`src/rtl/screen_uart_pkg.sv`:
```
// Shared constants and state encoding for the screen UART receive path.
// Build option: SCREEN_RX_PARITY_EN selects 8E1 framing in screen_rx_module.
package screen_uart_pkg;

  localparam int   BAUD_RATE_DIV   = 5208;
  localparam int   FRAME_DATA_BITS = 8;
  localparam logic IDLE_LEVEL      = 1'b1;
  localparam logic START_BIT       = 1'b0;
  localparam logic STOP_BIT        = 1'b1;

  typedef enum logic [2:0] {
    IDLE,
    START,
    DATA,
    PARITY,
    STOP,
    BREAK
  } rx_state_t;

endpackage

```
`src/rtl/sync_2ff.sv`:
```
// Generic two-flop synchroniser for a single asynchronous bit.
// Both flops reset to RST_VAL so the output never shows a false edge after reset.
module sync_2ff #(
  parameter logic RST_VAL = 1'b0
) (
  input  logic clk,
  input  logic reset_n,
  input  logic d,
  output logic q
);

  logic meta;

  always_ff @(posedge clk or negedge reset_n) begin
    if (!reset_n) begin
      meta <= RST_VAL;
      q    <= RST_VAL;
    end else begin
      meta <= d;
      q    <= meta;
    end
  end

endmodule

```
`src/rtl/screen_rx_module.sv`:
```
// UART receiver (8N1, LSB first) with valid/ready byte output, framing and overrun flags.
// Build option: SCREEN_RX_PARITY_EN switches to 8E1 and enables parityErr.
module screen_rx_module
  import screen_uart_pkg::*;
#(
  parameter int BAUD_DIV = BAUD_RATE_DIV
) (
  input  logic       clk,
  input  logic       reset_n,
  input  logic       rxIn,
  output logic [7:0] rxData,
  output logic       rxValid,
  input  logic       rxReady,
  output logic       frameErr,
  output logic       overrun,
  output logic       parityErr
);

  localparam int              CW       = $clog2(BAUD_DIV);
  localparam logic [CW-1:0]   DIV_LAST = CW'(BAUD_DIV - 1);
  localparam logic [CW-1:0]   DIV_HALF = CW'(BAUD_DIV / 2 - 1);
  localparam logic [2:0]      LAST_BIT = 3'(FRAME_DATA_BITS - 1);

  rx_state_t     state;
  logic          rxS;
  logic [CW-1:0] divCount;
  logic [2:0]    bitCount;
  logic [7:0]    shreg;
  logic          bitTick;
  logic          halfTick;
  logic          stopGood;
  logic          deliver;
  logic          parBad;

  sync_2ff #(
    .RST_VAL (IDLE_LEVEL)
  ) u_sync (
    .clk     (clk),
    .reset_n (reset_n),
    .d       (rxIn),
    .q       (rxS)
  );

  assign bitTick  = (divCount == DIV_LAST);
  assign halfTick = (divCount == DIV_HALF);
  // A well-framed byte is only handed over when its parity (if any) also checked out.
  assign stopGood = (state == STOP) && bitTick && (rxS == STOP_BIT) && !parBad;
  assign deliver  = stopGood && (!rxValid || rxReady);

`ifdef SCREEN_RX_PARITY_EN
  logic parFlag;

  always_ff @(posedge clk or negedge reset_n) begin
    if (!reset_n) begin
      parFlag   <= 1'b0;
      parityErr <= 1'b0;
    end else begin
      parityErr <= (state == STOP) && bitTick && (rxS == STOP_BIT) && parFlag;
      if (state == PARITY && bitTick) begin
        parFlag <= rxS ^ (^shreg);
      end
    end
  end

  assign parBad = parFlag;
`else
  assign parBad    = 1'b0;
  assign parityErr = 1'b0;
`endif

  always_ff @(posedge clk or negedge reset_n) begin
    if (!reset_n) begin
      state    <= IDLE;
      divCount <= '0;
      bitCount <= '0;
      shreg    <= '0;
      rxData   <= '0;
      rxValid  <= 1'b0;
      frameErr <= 1'b0;
      overrun  <= 1'b0;
    end else begin
      frameErr <= (state == STOP) && bitTick && (rxS != STOP_BIT);
      overrun  <= stopGood && rxValid && !rxReady;

      if (deliver) begin
        rxData  <= shreg;
        rxValid <= 1'b1;
      end else if (rxValid && rxReady) begin
        rxValid <= 1'b0;
      end

      case (state)
        IDLE: begin
          divCount <= '0;
          if (rxS == START_BIT) begin
            state <= START;
          end
        end
        START: begin
          // Re-check the line at mid start bit so short glitches are dropped silently.
          if (halfTick) begin
            divCount <= '0;
            bitCount <= '0;
            state    <= (rxS == START_BIT) ? DATA : IDLE;
          end else begin
            divCount <= divCount + 1'b1;
          end
        end
        DATA: begin
          if (bitTick) begin
            divCount <= '0;
            shreg    <= {rxS, shreg[7:1]};
            bitCount <= bitCount + 1'b1;
            if (bitCount == LAST_BIT) begin
`ifdef SCREEN_RX_PARITY_EN
              state <= PARITY;
`else
              state <= STOP;
`endif
            end
          end else begin
            divCount <= divCount + 1'b1;
          end
        end
`ifdef SCREEN_RX_PARITY_EN
        PARITY: begin
          if (bitTick) begin
            divCount <= '0;
            state    <= STOP;
          end else begin
            divCount <= divCount + 1'b1;
          end
        end
`endif
        STOP: begin
          if (bitTick) begin
            divCount <= '0;
            state    <= (rxS == STOP_BIT) ? IDLE : BREAK;
          end else begin
            divCount <= divCount + 1'b1;
          end
        end
        BREAK: begin
          // A line held low after a bad stop bit must not be read as a new start bit.
          divCount <= '0;
          if (rxS == IDLE_LEVEL) begin
            state <= IDLE;
          end
        end
        default: begin
          state    <= IDLE;
          divCount <= '0;
        end
      endcase
    end
  end

endmodule
```
`config.mk`:
```
export PLATFORM = sky130hd
export DESIGN_NAME = screen_rx_module
export DESIGN_NICKNAME = d
export VERILOG_FILES = /design/src/rtl/screen_uart_pkg.sv /design/src/rtl/sync_2ff.sv /design/src/rtl/screen_rx_module.sv
export SDC_FILE = /design/constraint.sdc
export NUM_CORES = 1
export LEC_CHECK = 0
export ABC_CLOCK_PERIOD_IN_PS = 2350
export BUFFER_PORTS_ARGS = -buffer_cell sky130_fd_sc_hd__buf_2
export CAP_MARGIN = 20
export CORE_UTILIZATION = 55
export CTS_BUF_LIST = sky130_fd_sc_hd__clkbuf_4
export CTS_CLUSTER_SIZE = 20
export DETAILED_ROUTE_END_ITERATION = 8
export PLACE_DENSITY = 0.77
export SYNTH_ARGS = -nofsm -noshare
export SYNTH_HDL_FRONTEND = slang
export SYNTH_SLANG_ARGS = --single-unit
```
`constraint.sdc`:
```
create_clock -name clk -period 2.35 [get_ports clk]
set_input_delay 0.47 -clock clk [delete_from_list [all_inputs] [get_ports clk]]
set_output_delay 0.47 -clock clk [all_outputs]
set_load 0.02 [all_outputs]
```
# Yosys cells after proc, flatten, opt, wreduce, memory -nomap -nowiden
# Index checks and enable logic that the tools add are counted.
dict set report totals {
  wordCells 60
  out_inout_bits 12
  ramBits 0
  romBits 0
  latch_bits 0
  reg_bits 40
  inputBits 4
  mem_count 0
}
dict set report op_classes {
  reduce_logical 17
  n_lt_le_gt_ge 0
  n_eq_ne 13
  mul 0
  div 0
  n_shift 0
  n_bitwise 1
  add_sub_neg 2
  muxes 17
}
# cell n
set ops {}
lappend ops {{$mux W3} 9}
lappend ops {{$mux W13} 2}
lappend ops {{$pmux W13 S2} 1}
lappend ops {{$pmux W3 S5} 1}
lappend ops {{$add A13 B1 Y13 const B} 1}
lappend ops {{$eq A13 B12 Y1 const B} 1}
lappend ops {{$eq A13 B13 Y1 const B} 1}
lappend ops {{$ne A2 B2 Y1 const B} 5}
lappend ops {{$eq A3 B3 Y1 const B} 3}
lappend ops {{$logic_and A1 B1 Y1} 7}
lappend ops {{$pmux W3 S2} 1}
lappend ops {{$reduce_and A6 Y1} 1}
lappend ops {{$reduce_bool A2 Y1} 2}
lappend ops {{$add A3 B1 Y3 const B} 1}
lappend ops {{$eq A3 B1 Y1 const B} 1}
lappend ops {{$eq A3 B2 Y1 const B} 1}
lappend ops {{$logic_not A3 Y1} 1}
lappend ops {{$reduce_and A3 Y1} 1}
lappend ops {{$logic_not A1 Y1} 2}
lappend ops {{$mux W1} 2}
lappend ops {{$mux W2} 1}
lappend ops {{$ne A2 B1 Y1 const B} 1}
lappend ops {{$reduce_and A2 Y1} 1}
lappend ops {{$reduce_or A2 Y1} 1}
lappend ops {{other kinds (2)} 2}

# Depth between registers and ports, before layout
dict set report depth {
  depth_word 5
  ltp_mapped 7
  mapped_depth_nobuf 5
}

# Cells and area by module
# A second synthesis with hierarchy kept.
dict set report hier_totals {
  hier_cells 151
  hier_area_um2 1819.2
}
# mod instances area_per_inst_um2 seq_area_each_um2 cells_per_inst
set modules_own_cells {}
lappend modules_own_cells {screen_rx_module 1 1766.7 950.9 149}
lappend modules_own_cells {sync_2ff 1 52.6 52.6 2}

# Worst setup path after synthesis
# No wires, ideal clock.
dict set report synth_path {
  path_kind {reg-to-reg}
  from {reg divCount[5]}
  to {reg shreg[0]}
  arrival_ps 2062
  path_slack_ps 163
  t_required_ps 2225
  path_stages_with_launch 7
  path_buffers 2
  synth_period_minus_slack_ps 2187
  setup_time_ps 125
  path_cell_list {dfrtp_1 or4b_4 or3_1 buf_6 nor2_4 buf_6 mux2_2}
}
dict set report synth_between {
  elab_chain_cells 2
}
# item line_no
set synth_rtl {}
lappend synth_rtl {{start, declared} screen_rx_module.sv:26} ;# logic [CW-1:0] divCount;
lappend synth_rtl {{start signal, assigned} screen_rx_module.sv:106} ;# divCount <= divCount + 1'b1;
lappend synth_rtl {{start signal, assigned} screen_rx_module.sv:122} ;# divCount <= divCount + 1'b1;
lappend synth_rtl {{start signal, assigned} screen_rx_module.sv:140} ;# divCount <= divCount + 1'b1;
lappend synth_rtl {{$eq A13 B13 Y1} screen_rx_module.sv:44} ;# assign bitTick = (divCount == DIV_LAST);
lappend synth_rtl {{$reduce_and A2 Y1 (no line)} --}
lappend synth_rtl {{end signal, assigned} screen_rx_module.sv:112} ;# shreg <= {rxS, shreg[7:1]};
lappend synth_rtl {{end, declared} screen_rx_module.sv:28} ;# logic [7:0] shreg;
# No other way between the ends.
# A chain may end at the register's enable or synchronous reset.

# Worst setup path after layout
dict set report layout_path {
  from {reg divCount[5]}
  to {reg state[0]}
}
dict set report layout_between {
  elab_chain_cells 3
  elab_cells_between_ends 6
  classes_between {5 x eq/ne; 1 x reduce/logical}
}
# item line_no
set layout_rtl {}
lappend layout_rtl {{$eq A13 B12 Y1 or $eq A13 B13 Y1 (tied branches)} {screen_rx_module.sv:45, screen_rx_module.sv:44}}
lappend layout_rtl {{$ne A2 B2 Y1 (no line)} --}
lappend layout_rtl {{$reduce_and A6 Y1 (no line) (*)} --}
lappend layout_rtl {{end signal, assigned} screen_rx_module.sv:104} ;# state <= (rxS == START_BIT) ? DATA : IDLE;
lappend layout_rtl {{end signal, assigned} screen_rx_module.sv:138} ;# state <= (rxS == STOP_BIT) ? IDLE : BREAK;
lappend layout_rtl {{end, declared} screen_rx_module.sv:24} ;# rx_state_t state;
# Every way passes the cells marked *; elsewhere a longest branch is shown, timed or not.

==> flow_summary_export.csv <==
group,metric,value,unit
status,status,"finished clean",
logic_synthesis,syn_area_per_cell,12.2,um2
floorplanning,ios,16,
detailed_routing,drt_iter0_markers,65,
logic_synthesis,synth_edf_count,0,
clock_network,cts-htree-levels,2,
critical_path,cp_num_buf_inv,1,
clock_network,cts_buffer_depth,2,
sta,period_share,0.949,
detailed_routing,firstDrtPassIters,4,
logic_synthesis,syn_nets,156,
global_route,grt_pass1_wl,5310,um
floorplanning,die_x,59.4,um
logic_synthesis,postSynthCellCount,149,
logic_synthesis,ys_seq_area_frac,0.554,
critical_path,crit_path_max_incr_delay,0.56,ns
layout,n_antenna_cell,0,
critical_path,crit_chain,"or4b_4 -> or3_1 -> buf_4 -> a2111oi_1 -> or2_1",
global_route,grt_max_degree,41,
floorplanning,start_util,0.588,
clock_network,cts_buffers,5,
floorplanning,die-area,3530,um2
power_and_ir_drop,power.internal,0.000915,W
detailed_routing,avgViaCountPerCell,5.45,
critical_path,crit_required,2.65,ns
layout,layout.nets,179,
sta,setup_violations,0,
critical_path,cp_max_fo,9,
placement,portBuffers,14,
logic_synthesis,yosys_register_bits,40,
power_and_ir_drop,combPwrFrac,0.014,
clock_network,tritoncts_num_sinks,40,
critical_path,worstSetupPathType,"flip-flop to flip-flop",
sta,timing.setup.tns,0,ns
sta,hold_ws,0.201,ns
sta,hold_viol,0,
floorplanning,rows,20,
clock_network,cts.repair.resized,0,
global_route,overflow,0,
layout,multi_input_area,752,um2
clock_network,hold_buffers,0,
logic_synthesis,netlist_area,1810,um2
sta,max_freq,448,MHz
sta,drv_slew,0,
worst_hold_path,min_path_type,"primary input to flip-flop",
power_and_ir_drop,swShare,0.208,
critical_path,worstSetupStartpointType,"flip-flop",
detailed_routing,drc,0,
critical_path,slowest_stage,"or4b_4",
layout,fill_cells,248,
clock_network,insertion_delay,0.35,ns
clock_network,clk_pin_slew,0.12,ns
critical_path,end_kind,"flip-flop",
placement,dp_hpwl,2240,um
power_and_ir_drop,p_leak,0.958,nW
power_and_ir_drop,seq_power_share,0.600,
detailed_routing,routed_wirelength,3130,um
floorplanning,die_y,59.4,um
sta,slew_headroom,0.440,
sta,worst_slew_pin_slew,0.840,ns
layout,ff_latch_area,1000,um2
critical_path,worst-endpoint-arrival,2.53,ns
power_and_ir_drop,power.density,570,nW/um2
job,maxCapViolations,0,
critical_path,rrSetupSlack,0.12,ns
layout,drive_above_1_share,0.306,
power_and_ir_drop,power_switching,0.000241,W
clock_network,cts-root-buf,"clkbuf_4",
global_route,antenna_found_initial,0,
sta,grt_setup_unrepaired,"no",
detailed_routing,dr_total_vias,1182,
power_and_ir_drop,ir_worst_vdd,0.000376,V
sta,fin_skew,0.00864,ns
clock_network,post_cts_buffers,0,
layout,syn2layout_area_growth,12.0,%
power_and_ir_drop,power_frac_clock,0.387,
critical_path,cp_top_family,"simple AND/OR/NAND/NOR gates",
detailed_routing,ant_nets,0,
logic_synthesis,yosys_most_used_dff,"dfrtp_1",
floorplanning,fp.coreArea,3080,um2
global_route,grt_usage,0.211,
logic_synthesis,synth_async_sr_flop_share,1.00,
logic_synthesis,synth_cell_types,39,
clock_network,cts_tree,"yes",
detailed_routing,routedWlPerCell,14.4,um
logic_synthesis,yosys_warnings,0,
global_route,grt_pass1_vias,1178,
sta,period_needed,2.23,ns
placement,place.gp.congestion,0.906,
[cells in the final DEF, fill, tap and decap left out, types with 3 or more instances in the layout]
master and count:
dfrtp_1 38, nor2_1 19, mux2_2 17, buf_2 14
xnor2_1 10, buf_4 7, nand3_1 5, clkbuf_4 5
nand4_1 4, inv_1 4, nand2_1 4, nor3_1 4
nand2b_1 3, ha_1 3
[synthesized netlist by cell type (all sizes together), types with 2 or more instances]
cell type,instances,share of area
nand3,5,0.014
buf,4,0.021
nand4,4,0.014
dfrtp,38,0.53
a32o,2,0.011
nor4bb,2,0.011
dfstp,2,0.029
nand2,4,0.0083
o31ai,2,0.0083
inv,4,0.0083
ha,3,0.021
nor3,4,0.011
a21oi,3,0.010
nor4b,2,0.018
or4b,2,0.013
xnor2,10,0.048
nor2,20,0.046
nor4,2,0.0069
o21ai,2,0.0055
nor2b,2,0.0069
mux2,17,0.11
nand2b,3,0.010
[area by class of cell]
| class | instances | share of cell area |
|---|---|---|
| multi-input cells | 100 | 0.371 |
| flip-flops and latches | 40 | 0.495 |
| clock inverters | 3 | 0.0210 |
| well taps | 44 | 0.0271 |
| clock buffers | 5 | 0.0185 |
| inverters | 4 | 0.00740 |
| repair buffers | 21 | 0.0605 |
[logic make-up after synthesis]
group / count (synthesis) / share of synthesized area
AOI/OAI and AO/OA: 12 / 0.0491
adders and majority gates: 3 / 0.0207
xor gates and xnor gates: 11 / 0.0532
muxes: 17 / 0.106
buffers and inverters: 9 / 0.0311
DFF: 40 / 0.554
and+or+nand+nor: 56 / 0.184
other: 1 / 0.00207
[flip-flops by register name, summed over array words and instances, names as in the netlist]
signal       cells
shreg            8
overrun          1
state            3
rxData           8
frameErr         1
u_sync.q         1
rxValid          1
u_sync.meta      1
bitCount         3
divCount        13
[metal layers]
metal / up-vias / GRT usage / wire length, um
li1: 572 / - / -
met1: 565 / 0.267 / 1410
met2: 41 / 0.339 / 1500
met3: 4 / 0.0721 / 187
met4: 0 / 0.0714 / 33
met5: - / 0 / 0
[power groups by stage]
stage / Sequential [W] / Combinational, W / Clock (W)
floorplan: 0.000706 / 0.00000296 / 0
finish: 0.000693 / 0.0000160 / 0.000447
global placement: 0.000706 / 0.0000167 / 0
detailed placement: 0.000706 / 0.0000173 / 0
global route: 0.000694 / 0.0000194 / 0.000485
CTS: 0.000693 / 0.0000174 / 0.000460
[final timing paths]
check                            start           end  cells after the start
setup reg to reg           divCount[5]      state[0]                      5
max in group asynchronous      reset_n  divCount[12]                      1
setup / recovery           divCount[5]      state[0]                      5
min in group asynchronous      reset_n     rxData[5]                      1
hold reg to reg            u_sync.meta      u_sync.q                      0
hold / removal                    rxIn   u_sync.meta                      1
[metrics by stage]
step | cell area [um2] | std cells | util | total power (W) | setup WS [ns]
2_1_floorplan | 1810 | 149 | - | 0.000709 | 0.163
3_3_place_gp | 1950 | 209 | 0.633 | 0.000723 | 0.224
3_5_place_dp | 1950 | 209 | 0.633 | 0.000724 | 0.0444
4_1_cts | 2030 | 217 | 0.659 | 0.00117 | 0.0342
5_1_grt | 2030 | 217 | 0.659 | 0.00120 | 0.0524
6_report | 2030 | 217 | 0.659 | 0.00116 | 0.119
Power figures use the tool's default switching activity.
